**src/rtl/tube_scroller.sv**
```systemverilog
// -----------------------------------------------------------------------------
// tube_scroller
//
// Scrolls tube columns right-to-left across a COLS x 16 LED playfield. New
// columns enter at column COLS-1; each accepted tick shifts the field one
// column left. Tubes are TUBE_W columns wide (all carrying the pattern sampled
// on the tube's first column) and are separated by GAP blank columns. The field
// freezes while the bird is dead.
//
// Ports:
//   clk          system clock
//   RST          asynchronous active-low reset, clears all state
//   tick         single-cycle scroll strobe
//   dead         bird dead: freezes scrolling and suppresses score
//   pattern      candidate tube column (1 = lit tube pixel, 0 = opening)
//   bird_pos     one-hot bird row at column BIRD_COL
//   grid         playfield, column c at bits [16c+15:16c]
//   collide      registered overlap of bird_pos with grid column BIRD_COL
//   score_pulse  one-cycle pulse when column BIRD_COL goes from lit to blank
// -----------------------------------------------------------------------------
module tube_scroller #(
   parameter int COLS     = 16,
   parameter int TUBE_W   = 2,
   parameter int GAP      = 3,
   parameter int BIRD_COL = 2
) (
   input  logic                 clk,
   input  logic                 RST,
   input  logic                 tick,
   input  logic                 dead,
   input  logic [15:0]          pattern,
   input  logic [15:0]          bird_pos,
   output logic [16*COLS-1:0]   grid,
   output logic                 collide,
   output logic                 score_pulse
);

   localparam int MAX_CNT = (GAP > TUBE_W) ? GAP : TUBE_W;
   // Keep the counter at least one bit wide when GAP == TUBE_W == 1.
   localparam int CNT_W   = (MAX_CNT > 1) ? $clog2(MAX_CNT) : 1;

   localparam logic [0:0] SPACE = 1'b0;
   localparam logic [0:0] TUBE  = 1'b1;

   localparam logic [CNT_W-1:0] GAP_LAST  = CNT_W'(GAP - 1);
   localparam logic [CNT_W-1:0] TUBE_LAST = CNT_W'(TUBE_W - 1);

   logic [0:0]          state_q, state_d;
   logic [CNT_W-1:0]    cnt_q, cnt_d;
   logic [15:0]         hold_q, hold_d;
   logic [16*COLS-1:0]  grid_q, grid_d;
   logic                collide_q, collide_d;
   logic                score_q, score_d;
   logic [15:0]         entry;
   logic                accept;

   // dead dominates: a tick while dead is dropped, not deferred.
   assign accept = tick & ~dead;

   always_comb begin
      state_d = state_q;
      cnt_d   = cnt_q;
      hold_d  = hold_q;
      grid_d  = grid_q;
      entry   = 16'h0000;
      score_d = 1'b0;

      if (accept) begin
         case (state_q)
            SPACE: begin
               if (cnt_q == GAP_LAST) begin
                  state_d = TUBE;
                  cnt_d   = '0;
               end else begin
                  cnt_d = cnt_q + CNT_W'(1);
               end
            end
            default: begin
               // First tube column samples the picker; the rest replay it so
               // the whole tube shares one opening.
               if (cnt_q == '0) begin
                  entry  = pattern;
                  hold_d = pattern;
               end else begin
                  entry = hold_q;
               end
               if (cnt_q == TUBE_LAST) begin
                  state_d = SPACE;
                  cnt_d   = '0;
               end else begin
                  cnt_d = cnt_q + CNT_W'(1);
               end
            end
         endcase

         grid_d = {entry, grid_q[16*COLS-1:16]};

         // A lit column leaving BIRD_COL for a blank one marks a cleared tube;
         // all-zero tubes never light the column and so never score.
         score_d = (|grid_q[16*BIRD_COL +: 16]) & ~(|grid_d[16*BIRD_COL +: 16]);
      end
   end

   // Uses the registered grid, so collide trails the visible field by a cycle.
   assign collide_d = |(grid_q[16*BIRD_COL +: 16] & bird_pos);

   always_ff @(posedge clk or negedge RST) begin
      if (!RST) begin
         state_q   <= SPACE;
         cnt_q     <= '0;
         hold_q    <= 16'h0000;
         grid_q    <= '0;
         collide_q <= 1'b0;
         score_q   <= 1'b0;
      end else begin
         state_q   <= state_d;
         cnt_q     <= cnt_d;
         hold_q    <= hold_d;
         grid_q    <= grid_d;
         collide_q <= collide_d;
         score_q   <= score_d;
      end
   end

   assign grid        = grid_q;
   assign collide     = collide_q;
   assign score_pulse = score_q;

endmodule

```
**config.mk**
```make
export PLATFORM = sky130hd
export DESIGN_NAME = tube_scroller
export DESIGN_NICKNAME = d
export VERILOG_FILES = /design/src/rtl/tube_scroller.sv
export SDC_FILE = /design/constraint.sdc
export NUM_CORES = 1
export LEC_CHECK = 0
export CELL_PAD_IN_SITES_DETAIL_PLACEMENT = 0
export CELL_PAD_IN_SITES_GLOBAL_PLACEMENT = 1
export CORE_UTILIZATION = 53
export CTS_BUF_LIST = sky130_fd_sc_hd__clkbuf_4 sky130_fd_sc_hd__clkbuf_8
export CTS_CLUSTER_DIAMETER = 60
export DETAILED_ROUTE_END_ITERATION = 10
export DONT_BUFFER_PORTS = 1
export GPL_TIMING_DRIVEN = 0
export HOLD_SLACK_MARGIN = 0.1
export PLACE_DENSITY_LB_ADDON = 0.1
export SLEW_MARGIN = 20
export SYNTH_ARGS = -nofsm -noshare
export SYNTH_HDL_FRONTEND = slang
export SYNTH_SLANG_ARGS = --single-unit
```
**constraint.sdc**
```tcl
create_clock -name clk -period 4.3 [get_ports clk]
set_input_delay 0.645 -clock clk [delete_from_list [all_inputs] [get_ports clk]]
set_output_delay 0.645 -clock clk [all_outputs]
set_load 0.1 [all_outputs]
```
Word level (Yosys, flattened, before mapping)
Index checks and enable logic that the tools add are counted.
{"block": "classes", "add_sub_neg": 1, "n_reduce_logical": 5, "eq_ne": 2, "muxes": 9, "bitwise": 5}
{"operator": "$reduce_or A16 Y1", "n": 3}
{"operator": "$mux W16", "n": 2}
{"operator": "$and A16 B16 Y16", "n": 1}
{"operator": "$mux W2", "n": 3}
{"operator": "$mux W1", "n": 4}
{"operator": "$add A2 B1 Y2 const B", "n": 1}
{"operator": "$and A1 B1 Y1", "n": 2}
{"operator": "$eq A2 B1 Y1 const B", "n": 1}
{"operator": "$eq A2 B2 Y1 const B", "n": 1}
{"operator": "$logic_not A2 Y1", "n": 1}
{"operator": "$not A1 Y1", "n": 2}
{"operator": "$reduce_and A2 Y1", "n": 1}
{"block": "word_totals", "wordCells": 28, "reg_bits": 277}

Longest topological paths before layout
{"block": "logic_depth", "depth_word": 4, "depth_mapped": 6, "ltp_nobuf": 3}

Worst setup path after synthesis
OpenSTA, ideal clock, no wires.
{"block": "synth_path", "path_kind": "in2reg", "start": "input dead", "end": "register hold_q[10]", "setup_slack_ns": 2.625, "arrival_ns": 1.550, "setup_time_ns": 0.125, "n_path_buf": 2, "stages": 5, "path_cell_list": "and2b_1 buf_4 nand3_4 buf_6 mux2_4"}
{"block": "synth_via", "elab_chain_len": 3}
{"element": "start, declared", "line_no": "30", "rtl": "input logic dead,"}
{"element": "$not A1 Y1", "line_no": "58", "rtl": "assign accept = tick & ~dead;"}
{"element": "$and A1 B1 Y1", "line_no": "58"}
{"element": "$reduce_and A2 Y1 (no source line)"}
{"element": "end signal, assigned", "line_no": "118", "rtl": "hold_q <= hold_d;"}
{"element": "end, declared", "line_no": "50", "rtl": "logic [15:0] hold_q, hold_d;"}
No other way between the ends.
A chain may end at the register's enable or synchronous reset.

Worst setup path in the final report
{"block": "layout_path", "start": "register grid_q[45], in the netlist grid[45]", "end": "output grid[45]"}
{"element": "start, declared", "line_no": "51", "rtl": "logic [16*COLS-1:0] grid_q, grid_d;"}
{"element": "start signal, assigned", "line_no": "119", "rtl": "grid_q <= grid_d;"}
{"element": "end, declared", "line_no": "33", "rtl": "output logic [16*COLS-1:0] grid,"}
No word-level cell between the ends.

==> results by group <==
Run status
  – Status: finished with violations
  – Failing checks: hold timing

Clock tree
  – Clock sinks: 277
  – Clock Latency Late Sink: 0.54 ns
  – Number of buffers created by CTS: 45
  – Post_cts resized: 0
  – CTS tree: built
  – Root buf cell: clkbuf_8
  – CTS clk-pin slew, worst paths: 0.06 ns
  – H-tree Lvls: 2
  – Setup bufs post-CTS: 0
  – Clock buffer depth: 3

Worst setup path
  – CP Max Fanout: 5
  – CP required: 3.65 ns
  – CP Launch Type: register
  – R2r startpoint: grid[35]
  – Worst Setup Path Type: reg -> out
  – Critical Path AT: 1.61 ns
  – Critical Path Sink Type: primary output
  – Reg2reg setup slack: 2.44 ns
  – CP startpoint: grid[45]

Synthesis
  – Yosys reg bits: 277
  – Synthesized Nets: 1192
  – Most area-hungry cell type in the Yosys netlist: dfrtp_1
  – Warnings, synthesis: 0
  – Cells after Synth: 1156
  – Syn Std Cell Area: 0.0107 mm2
  – Synth top area cells: dfrtp_1 65%, nand2_1 26%, mux2i_1 1.5%, mux2_4 1.4%, buf_2 1.1%
  – Sequential area share after synthesis: 64.9%
  – Syn_area_per_cell: 9.24 um2
  – Synth unique cells: 27
  – Share of the synthesized area in the top cell type: 64.9%

Global route
  – Number of global-route vias before repair: 7770
  – Largest net degree at the start of global routing: 278
  – All-layer global routing usage: 26.4%
  – GR Overflow Total: 0
  – First-pass GRT wire length: 41700 um
  – Initial antenna violation count: 0

STA
  – Achievable Freq: 444 MHz
  – Rel. slew slack: 26.3%
  – Final period utilization: 52.4%
  – Worst hold slack: -0.208 ns
  – Final setup TNS: 0 ns
  – Worst Tran Pin Value: 1.10 ns
  – Clk_skew: 0.0167 ns
  – Post-layout minimum cycle time: 2.25 ns
  – Unrepaired setup endpoints after global routing: no
  – # setup viols final: 0
  – Final hold vios: 277
  – Fin. max-slew vios: 0

Final layout
  – Sequential Area: 0.00693 mm2
  – Nets: 1239
  – N_diodes: 0
  – Multi-input logic area: 0.00347 mm2
  – Fillers: 1700
  – Layout cells sized above 1: 10.0%
  – Synthesis-to-layout area growth: 12.0%

Routing
  – Vias after detailed routing: 7858
  – WL per Instance: 18.3 um
  – Router iterations before antenna repair: 4
  – DRT Wirelength: 27400 um
  – Initial DRC count: 511
  – Remaining antenna violation count after routing: 0
  – Residual DRC: 0
  – Vias per inst: 5.24

Die
  – Die span in x: 144 um
  – I/O Pins: 294
  – Initial Util: 54.5%
  – Row cnt: 51
  – Full die area: 0.0207 mm2
  – Core area: 0.0196 mm2
  – Chip Height: 144 um

Flow run
  – MaxCap Viol Count: 0

Placed design
  – Port-buffer cells: 0
  – Gp weighted congestion: 0.753
  – Hpwl dp: 19300 um

Min path
  – HP Class: in -> async
==> through the flow <==
stage	instance area (um2)	instances	utilization, %	worst slack [ns]	hold WS, ns
final	12000	1499	61.0	2.05	-0.208
after global routing	12000	1499	61.0	2.02	-0.231
after CTS	12000	1499	61.0	2.02	-0.230
after detailed placement	11000	1421	56.2	2.39	0.354
after global placement	11000	1421	56.2	2.43	0.354
after floorplan	10700	1156	-	2.62	0.349
==> sequential cells by signal (all words and copies together) (netlist names) <==
name,count
score_pulse,1
hold_q,16
grid,256
collide,1
state_q,1
cnt_q,2
==> synthesized netlist by cell type (all sizes together) <==
cell,number
nand3,2
nor4,8
o32ai,1
a221oi,4
nand4,1
dfrtp,277
mux2i,16
nand2,739
and2b,1
nand2b,1
and4,1
mux2,16
clkbuf,28
a21oi,2
o21ai,18
buf,32
inv,2
a22o,4
o2bb2ai,1
or4,1
nor2,1
==> layer usage <==
| layer | vias to the layer above | routed length [um] | track usage (%) |
|---|---|---|---|
| met4 | 0 | 603 | 8.40 |
| met2 | 305 | 12600 | 41.7 |
| li1 | 3672 | - | - |
| met5 | - | 0 | 0 |
| met1 | 3829 | 11000 | 33.1 |
| met3 | 52 | 3150 | 10.7 |
==> area by class of cell <==
class / instances / share of cell area [%]
well taps: 265 / 2.77
clock buffers: 76 / 7.81
clock inverters: 2 / 0.105
inverters: 2 / 0.0628
flip-flops and latches: 277 / 58.0
plain buffers: 60 / 2.27
multi-input cells: 817 / 29.0
==> layout by cell type (no fill, tap or decap), drive strengths merged <==
cell type	n
nand3	2
buf	32
a22o	4
clkinv	1
clkinvlp	1
nand2	739
nor2	1
or4	1
o2bb2ai	1
o21ai	18
a21oi	2
dfrtp	277
clkbuf	104
and2b	1
nand4	1
nor4	8
mux2	16
and4	1
nand2b	1
o32ai	1
inv	2
a221oi	4
mux2i	16
==> cells by family (layout without fill, tap and decap cells) <==
| family | count (synthesis) | after routing | share of synthesized area (%) |
|---|---|---|---|
| compound gates | 30 | 30 | 1.76 |
| mux | 32 | 32 | 3.54 |
| buf+inv | 62 | 140 | 2.61 |
| flops | 277 | 277 | 64.9 |
| simple gates | 755 | 755 | 27.2 |
==> final timing paths <==
path,depth (start not counted),endpoint
setup / recovery,0,grid[45]
hold / removal,0,grid[104]
setup reg to reg,3,score_pulse
hold reg to reg,1,hold_q[15]
max in group asynchronous,0,grid[141]
min in group clk,1,hold_q[2]
Power is not shown: default switching activity piles up to over one toggle a cycle in this logic, so the estimate is an artifact.
